==> src/rtl/id_ex_stage.sv <==
// ID/EX pipeline register with load-use stall, flush bubbles and a saturating bubble counter.
// Optional HALT_DETECT_EN: an all-zero opcode halts the core until reset.
module id_ex_stage #(
  parameter int DATA_W = 32,
  parameter int PC_W   = 32,
  parameter int RA_W   = 5,
  parameter int CNT_W  = 16
) (
  input  logic              clk,
  input  logic              reset,
  input  logic              id_valid,
  input  logic              id_ALUSrc,
  input  logic              id_MemtoReg,
  input  logic              id_RegWrite,
  input  logic              id_MemRead,
  input  logic              id_MemWrite,
  input  logic              id_Branch,
  input  logic              id_JaltoReg,
  input  logic [1:0]        id_ALUOp,
  input  logic [6:0]        id_opcode,
  input  logic [PC_W-1:0]   id_pc,
  input  logic [DATA_W-1:0] id_rd1,
  input  logic [DATA_W-1:0] id_rd2,
  input  logic [DATA_W-1:0] id_imm,
  input  logic [RA_W-1:0]   id_rs1,
  input  logic [RA_W-1:0]   id_rs2,
  input  logic [RA_W-1:0]   id_rd,
  input  logic [2:0]        id_funct3,
  input  logic [6:0]        id_funct7,
  input  logic              ex_flush,
  output logic              ex_valid,
  output logic              ex_ALUSrc,
  output logic              ex_MemtoReg,
  output logic              ex_RegWrite,
  output logic              ex_MemRead,
  output logic              ex_MemWrite,
  output logic              ex_Branch,
  output logic              ex_JaltoReg,
  output logic [1:0]        ex_ALUOp,
  output logic [6:0]        ex_opcode,
  output logic [PC_W-1:0]   ex_pc,
  output logic [DATA_W-1:0] ex_rd1,
  output logic [DATA_W-1:0] ex_rd2,
  output logic [DATA_W-1:0] ex_imm,
  output logic [RA_W-1:0]   ex_rs1,
  output logic [RA_W-1:0]   ex_rs2,
  output logic [RA_W-1:0]   ex_rd,
  output logic [2:0]        ex_funct3,
  output logic [6:0]        ex_funct7,
  output logic              stall,
  output logic              halted,
  output logic [CNT_W-1:0]  bubble_cnt
);

  typedef enum logic [1:0] {RUN = 2'd0, BUBBLE = 2'd1, HALTED = 2'd2} state_t;

  state_t     state, state_next;
  logic       hazard, halt_req, in_halt;
  logic       take_id, hold, cnt_inc, load_valid;
  logic [8:0] id_ctrl, ex_ctrl;

  assign id_ctrl = {id_ALUSrc, id_MemtoReg, id_RegWrite, id_MemRead, id_MemWrite,
                    id_Branch, id_JaltoReg, id_ALUOp};
  assign {ex_ALUSrc, ex_MemtoReg, ex_RegWrite, ex_MemRead, ex_MemWrite,
          ex_Branch, ex_JaltoReg, ex_ALUOp} = ex_ctrl;

  assign hazard = ex_valid & ex_MemRead & (ex_rd != {RA_W{1'b0}}) & id_valid &
                  ((ex_rd == id_rs1) | (ex_rd == id_rs2));

`ifdef HALT_DETECT_EN
  assign halt_req = id_valid & (id_opcode == 7'b0000000) & ~ex_flush & ~hazard;
  assign in_halt  = (state == HALTED);
`else
  assign halt_req = 1'b0;
  assign in_halt  = 1'b0;
`endif

  assign halted = in_halt;
  assign stall  = ~reset & (in_halt | (hazard & ~ex_flush));

  always_comb begin
    state_next = state;
    take_id    = 1'b0;
    hold       = 1'b0;
    cnt_inc    = 1'b0;
    case (state)
      RUN: begin
        if (ex_flush) begin
          cnt_inc = 1'b1;
        end else if (hazard) begin
          cnt_inc    = 1'b1;
          state_next = BUBBLE;
        end else if (halt_req) begin
          state_next = HALTED;
        end else begin
          take_id = 1'b1;
        end
      end
      BUBBLE: begin
        state_next = RUN;
        if (ex_flush) begin
          cnt_inc = 1'b1;
        end else if (halt_req) begin
          state_next = HALTED;
        end else begin
          take_id = 1'b1;
        end
      end
      HALTED: begin
        hold = 1'b1;
      end
      default: begin
        state_next = RUN;
      end
    endcase
  end

  // An invalid ID slot loads as a bubble without being counted.
  assign load_valid = take_id & id_valid;

  always_ff @(posedge clk) begin
    if (reset) begin
      state      <= RUN;
      ex_valid   <= 1'b0;
      ex_ctrl    <= 9'd0;
      ex_opcode  <= 7'd0;
      ex_pc      <= {PC_W{1'b0}};
      ex_rd1     <= {DATA_W{1'b0}};
      ex_rd2     <= {DATA_W{1'b0}};
      ex_imm     <= {DATA_W{1'b0}};
      ex_rs1     <= {RA_W{1'b0}};
      ex_rs2     <= {RA_W{1'b0}};
      ex_rd      <= {RA_W{1'b0}};
      ex_funct3  <= 3'd0;
      ex_funct7  <= 7'd0;
      bubble_cnt <= {CNT_W{1'b0}};
    end else begin
      state <= state_next;
      if (!hold) begin
        ex_valid  <= load_valid;
        ex_ctrl   <= load_valid ? id_ctrl : 9'd0;
        ex_opcode <= id_opcode;
        ex_pc     <= id_pc;
        ex_rd1    <= id_rd1;
        ex_rd2    <= id_rd2;
        ex_imm    <= id_imm;
        ex_rs1    <= id_rs1;
        ex_rs2    <= id_rs2;
        ex_rd     <= id_rd;
        ex_funct3 <= id_funct3;
        ex_funct7 <= id_funct7;
      end
      if (cnt_inc && (bubble_cnt != {CNT_W{1'b1}})) begin
        bubble_cnt <= bubble_cnt + {{(CNT_W-1){1'b0}}, 1'b1};
      end
    end
  end

endmodule
==> config.mk <==
export PLATFORM = sky130hd
export DESIGN_NAME = id_ex_stage
export DESIGN_NICKNAME = d
export VERILOG_FILES = /design/src/rtl/id_ex_stage.sv
export SDC_FILE = /design/constraint.sdc
export NUM_CORES = 1
export LEC_CHECK = 0
export ABC_AREA = 1
export CAP_MARGIN = 30
export CORE_AREA = 2 2 142 144
export CTS_CLUSTER_DIAMETER = 60
export DETAILED_ROUTE_END_ITERATION = 10
export DIE_AREA = 0 0 144 146
export PLACE_DENSITY_LB_ADDON = 0.15
export SYNTH_ARGS = -nofsm -noshare
export SYNTH_HDL_FRONTEND = slang
export SYNTH_SLANG_ARGS = --single-unit
==> constraint.sdc <==
create_clock -name clk -period 2.7 [get_ports clk]
set_input_delay 0.54 -clock clk [delete_from_list [all_inputs] [get_ports clk]]
set_output_delay 0.54 -clock clk [all_outputs]
set_load 0.1 [all_outputs]
# After elaboration in Yosys (flattened, before gate mapping)
# Cells that the tools add are included.
[word_totals]
word_cells = 50
input_bits = 173
out_inout_bits = 188
regBits = 188
[op_classes]
eq_ne = 7
mux = 13
reduce_logical = 4
n_addsub = 1
bitwise_logic = 11
[op_table]
columns = ["operator", "count"]
rows = [
  ["adder 16 x 1 -> 16 bit (second input constant)", 1],
  ["inequality test 16 bit (second input constant)", 1],
  ["equality test 5 bit", 2],
  ["two-way mux 9 bit", 1],
  ["bitwise AND 1 bit", 7],
  ["two-way mux 1 bit", 7],
  ["nonzero test 5 bit", 1],
  ["two-way mux 2 bit", 2],
  ["inequality test 2 bit (second input constant)", 2],
  ["case mux 1 bit (2 select lines)", 2],
  ["case mux 2 bit (2 select lines)", 1],
  ["NOT 1 bit", 3],
  ["AND reduction 3 bit", 1],
  ["equality test 2 x 1 -> 1 bit (second input constant)", 1],
  ["equality test 2 bit (second input constant)", 1],
  ["zero test 2 bit", 1],
  ["logical AND 1 bit", 1],
  ["bitwise OR 1 bit", 1],
]

# Longest topological paths before layout
[depth]
depth_word = 9
mapped_depth = 12
ltp_nobuf = 11

# Least setup slack after synthesis
# No wires, ideal clock.
[synth_path]
kind = "register to output"
start = "register ex_rd[3]"
end = "output stall"
setup_slack_ns = -1.427
t_required_ns = 2.160
stages_incl_launch_ff = 9
path_buffers = 0
arrival_time_ns = 3.587
path_cell_list = "dfxtp_1 inv_1 nand2_1 nand2_1 nor2_1 nand3_1 nand2_1 nand2_1 nor3_1"
[synth_between]
elab_chain_len = 6
word_cells_on_any_way = 9
classes_between = "eq/ne: 2; bitwise: 6; reduce/logical: 1"
[synth_rtl]
columns = ["element", "line_no", "source"]
rows = [
  ["start, declared", "47", "output logic [RA_W-1:0] ex_rd,"],
  ["start signal, assigned", "133", "ex_rd <= {RA_W{1'b0}};"],
  ["start signal, assigned", "149", "ex_rd <= id_rd;"],
  ["nonzero test 5 bit", "67", "assign hazard = ex_valid & ex_MemRead & (ex_rd != {RA_W{1'b0}}) & id_valid &"],
  ["bitwise AND 1 bit (2 in series)", "67", ""],
  ["bitwise AND 1 bit (*)", "67", ""],
  ["bitwise AND 1 bit (*) (2 in series)", "79", "assign stall = ~reset & (in_halt | (hazard & ~ex_flush));"],
  ["end, declared", "50", "output logic stall,"],
]
# Mark *: on every way between the ends. The rest lies on a longest branch, timed or not.

# Worst setup path in the final report
[layout_path]
start = "input id_rs2[3]"
end = "output stall"
[layout_between]
elab_chain_len = 5
[layout_rtl]
columns = ["element", "line_no", "source"]
rows = [
  ["start, declared", "26", "input logic [RA_W-1:0] id_rs2,"],
  ["equality test 5 bit", "68", "((ex_rd == id_rs1) | (ex_rd == id_rs2));"],
  ["bitwise OR 1 bit", "68", ""],
  ["bitwise AND 1 bit", "67", ""],
  ["bitwise AND 1 bit (2 in series)", "79", ""],
]
# No other way between the ends.

==> metrics.md <==
| Metric | Value |
|---|---|
| Outcome | `complete, no violations` |
| CP arrival | `1990 ps` |
| Worst-margin pin slew | `approximately 500 ps` |
| Std-Cell Rows | `between 50 and 60` |
| Sequential-to-total area share from yosys stat | `between 60% and 70%` |
| Max incr delay on CP | `around 480 ps` |
| CP Max Fanout | `2` |
| Most frequent cells in the layout | `nor2_1, buf_4, inv_1` |
| Antenna violations before repair | `1` |
| Synthesized instance count | `approximately 710` |
| CP max-delay cell | `clkdlybuf4s50_1` |
| Layout Utilization | `approximately 52%` |
| Die X | `~140 µm` |
| Yosys reg bits | `roughly 190` |
| RSZ-0062 raised after global routing | `no` |
| DRC violations left | `0` |
| Hpwl dp | `~14 mm` |
| Clk Latency, worst-skew pair | `between 400 and 500 ps` |
| Fill count | `around 1,900` |
| Multi-input logic area | `~1500 µm²` |
| CTS resizes | `0` |
| Worst Skew | `~5.2 ps` |
| P&R area growth vs syn | `65.20%` |
| Area share of the largest cell type after synthesis | `61.83%` |
| Setup TNS Final | `0 ps` |
| CTS Buf Count | `17` |
| Largest area contributor in the netlist | `dfxtp_1` |
| Die footprint | `about 21,000 µm²` |
| Die Ht | `approximately 150 µm` |
| YS warnings | `0` |
| Endpoints failing hold | `0` |
| Vias per cell | `between 3 and 4` |
| Final RePlAce weighted congestion | `between 0.8 and 0.9` |
| Tot GR Track Use | `roughly 17%` |
| Synthesized cell area | `a little over 6000 µm²` |
| Hold crit path type | `in2reg` |
| Max VDD drop | `between 0.4 and 0.5 mV` |
| Total grt overflow | `0` |
| First-pass GRT wire length | `between 20 and 30 mm` |
| Post-Route WL | `between 15 and 20 mm` |
| CTS Buffer Depth | `2` |
| Worst setup SP type | `input port` |
| Sink Count | `187` |
| DRT Pass-1 Iters | `4` |
| Placed instance area | `between 9000 and 10,000 µm²` |
| Worst path most repeated cell | `nand2_1` |
| Initial core utilization | `between 30 and 40%` |
| Internal power | `approximately 4.7 mW` |
| Leak | `just over 5 nW` |
| CTS tree | `yes` |
| Clock root buffer | `clkbuf_16` |
| Syn Nets | `883` |
| Core area | `between 15,000 and 20,000 µm²` |
| Pwr/cell area | `~700 nW/µm²` |
| Max-cap violations | `0` |
| IO Pins | `between 300 and 400` |
| Vias in the first global route | `around 5,000` |
| Cell Chain, Critical Path | `clkdlybuf4s50_1 -> inv_1 -> nand2_1 -> nand2_1 -> nor2_1 -> nand3_1 -> nand2_1 -> nand2_1 -> nor3_4 -> buf_12` |
| Reg clk slew, reported paths | `approximately 60 ps` |
| Largest net degree at the start of global routing | `92` |
| Final-report setup violation count | `0` |
| I/O Buffers | `359` |
| Switching share of power | `between 30% and 40%` |
| Cts-stage hold buffer count | `0` |
| Mean post-synth cell area | `between 8 and 9 µm²` |
| Post-route setup slack | `around 170 ps` |
| Post-CTS setup buffer count | `0` |
| Final period utilization | `93.72%` |
| Headroom to the max-slew limit | `66.52%` |
| Layout cells sized above 1 | `between 20% and 30%` |
| Max Freq | `a little under 400 MHz` |
| Sequential share of power | `a little over two fifths` |
| Reg area | `~3700 µm²` |
| Net Sw Power | `2.324 mW` |
| Critical path class | `in2out` |
| Htree depth | `4` |
| Final net count | `roughly 1,200` |
| Clock Power Share | `approximately a third` |
| Pre-CTS setup slack | `between 150 and 200 ps` |
| Drt wl/cell | `13.16 µm` |
| Combinational share of power | `23.6%` |
| Slew Viols, Final | `0` |
| Routed Antenna Nets | `0` |
| Via count | `5,131` |
| Post-route minimum period | `around 2500 ps` |
| CP endpoint kind | `primary output` |
| Initial drt markers | `140` |
| Synth top area cells | `dfxtp_1, nor2_1, inv_1` |
| WP data required | `around 2200 ps` |
| Cell area after layout | `10,000 µm²` |
| Synth cell types | `28` |
==> path summary, 6_finish.rpt <==
check / start / to / slack (ps) / cells after the start
worst min-delay path: reset / bubble_cnt[14]$_SDFFE_PP0P_ / 490 / 2
worst max-delay path: id_rs2[3] / stall / 170 / 10
worst max register to register: bubble_cnt[0]$_SDFFE_PP0P_ / bubble_cnt[5]$_SDFFE_PP0P_ / 640 / 7
worst min register to register: bubble_cnt[1]$_SDFFE_PP0P_ / bubble_cnt[1]$_SDFFE_PP0P_ / 510 / 2
==> per-layer routing <==
metal	up-vias	global-route usage, %	share of wire (%)
met5	-	0	0
li1	2704	-	-
met2	192	28.71	50
met4	0	6.961	2.3
met1	2212	18.53	37
met3	23	7.667	10
==> Yosys cell counts, drive strengths merged <==
library cell / instances
a21oi: 16
inv: 185
nand4: 4
nand3: 25
nor4: 1
nor3: 5
nor2: 187
nand3b: 2
xor2: 7
clkbuf: 19
conb: 1
ha: 1
clkinv: 1
xnor2: 8
buf: 6
nand2: 54
dfxtp: 187
==> cell families (layout without fill, tap and decap cells) <==
logic type | after synthesis | count (layout) | share of synthesized area (%)
adders and majority gates | 1 | 1 | 0.2066
DFF | 187 | 187 | 61.83
buffers and inverters | 211 | 577 | 13.82
other | 1 | 2 | 0.06194
AOI/OAI and AO/OA | 16 | 16 | 1.943
and+or+nand+nor | 278 | 278 | 19.96
xor gates and xnor gates | 15 | 15 | 2.170
==> registers in the layout (all words and copies together), names as in the netlist <==
name	flops
ex_pc	32
ex_rd	5
ex_rs1	5
ex_rs2	5
bubble_cnt	16
ex_funct7	7
ex_imm	32
ex_opcode	7
ex_valid	1
ex_ctrl	9
state	1
ex_rd2	32
ex_funct3	3
ex_rd1	32
==> power groups by stage <==
stage / registers, mW / logic, mW / clock network, mW
3_5_place_dp: 3.00 / 1.67 / 0
6_report: 2.94 / 1.66 / 2.43
2_1_floorplan: 3.97 / 0.178 / 0
4_1_cts: 2.94 / 1.67 / 2.52
3_3_place_gp: 3.00 / 1.67 / 0
5_1_grt: 2.95 / 1.73 / 2.63
==> final cells by class <==
cell class,count,share of cell area (%)
Clock buffer,18,4.291
Tap cell,265,3.315
Antenna cell,1,0.02502
Sequential cell,187,37.49
Clock inverter,12,1.389
Timing Repair Buffer,361,31.66
Multi-Input combinational cell,311,14.85
Inverter,186,6.980
==> critical path, delay by kind of cell <==
kind	cells	cell delay, ps
buffers and inverters	3	740
and+or+nand+nor	7	720
==> stage by stage <==
stage | instances | hold slack (ps) | power, mW
final | 1341 | 489.1 | 7.028
after global routing | 1341 | 481.2 | 7.310
after CTS | 1340 | 463.9 | 7.127
after detailed placement | 1310 | 498.4 | 4.666
after global placement | 1310 | 490.0 | 4.665
after floorplan | 709 | 500.3 | 4.148
(Power assumes the default switching activity.)
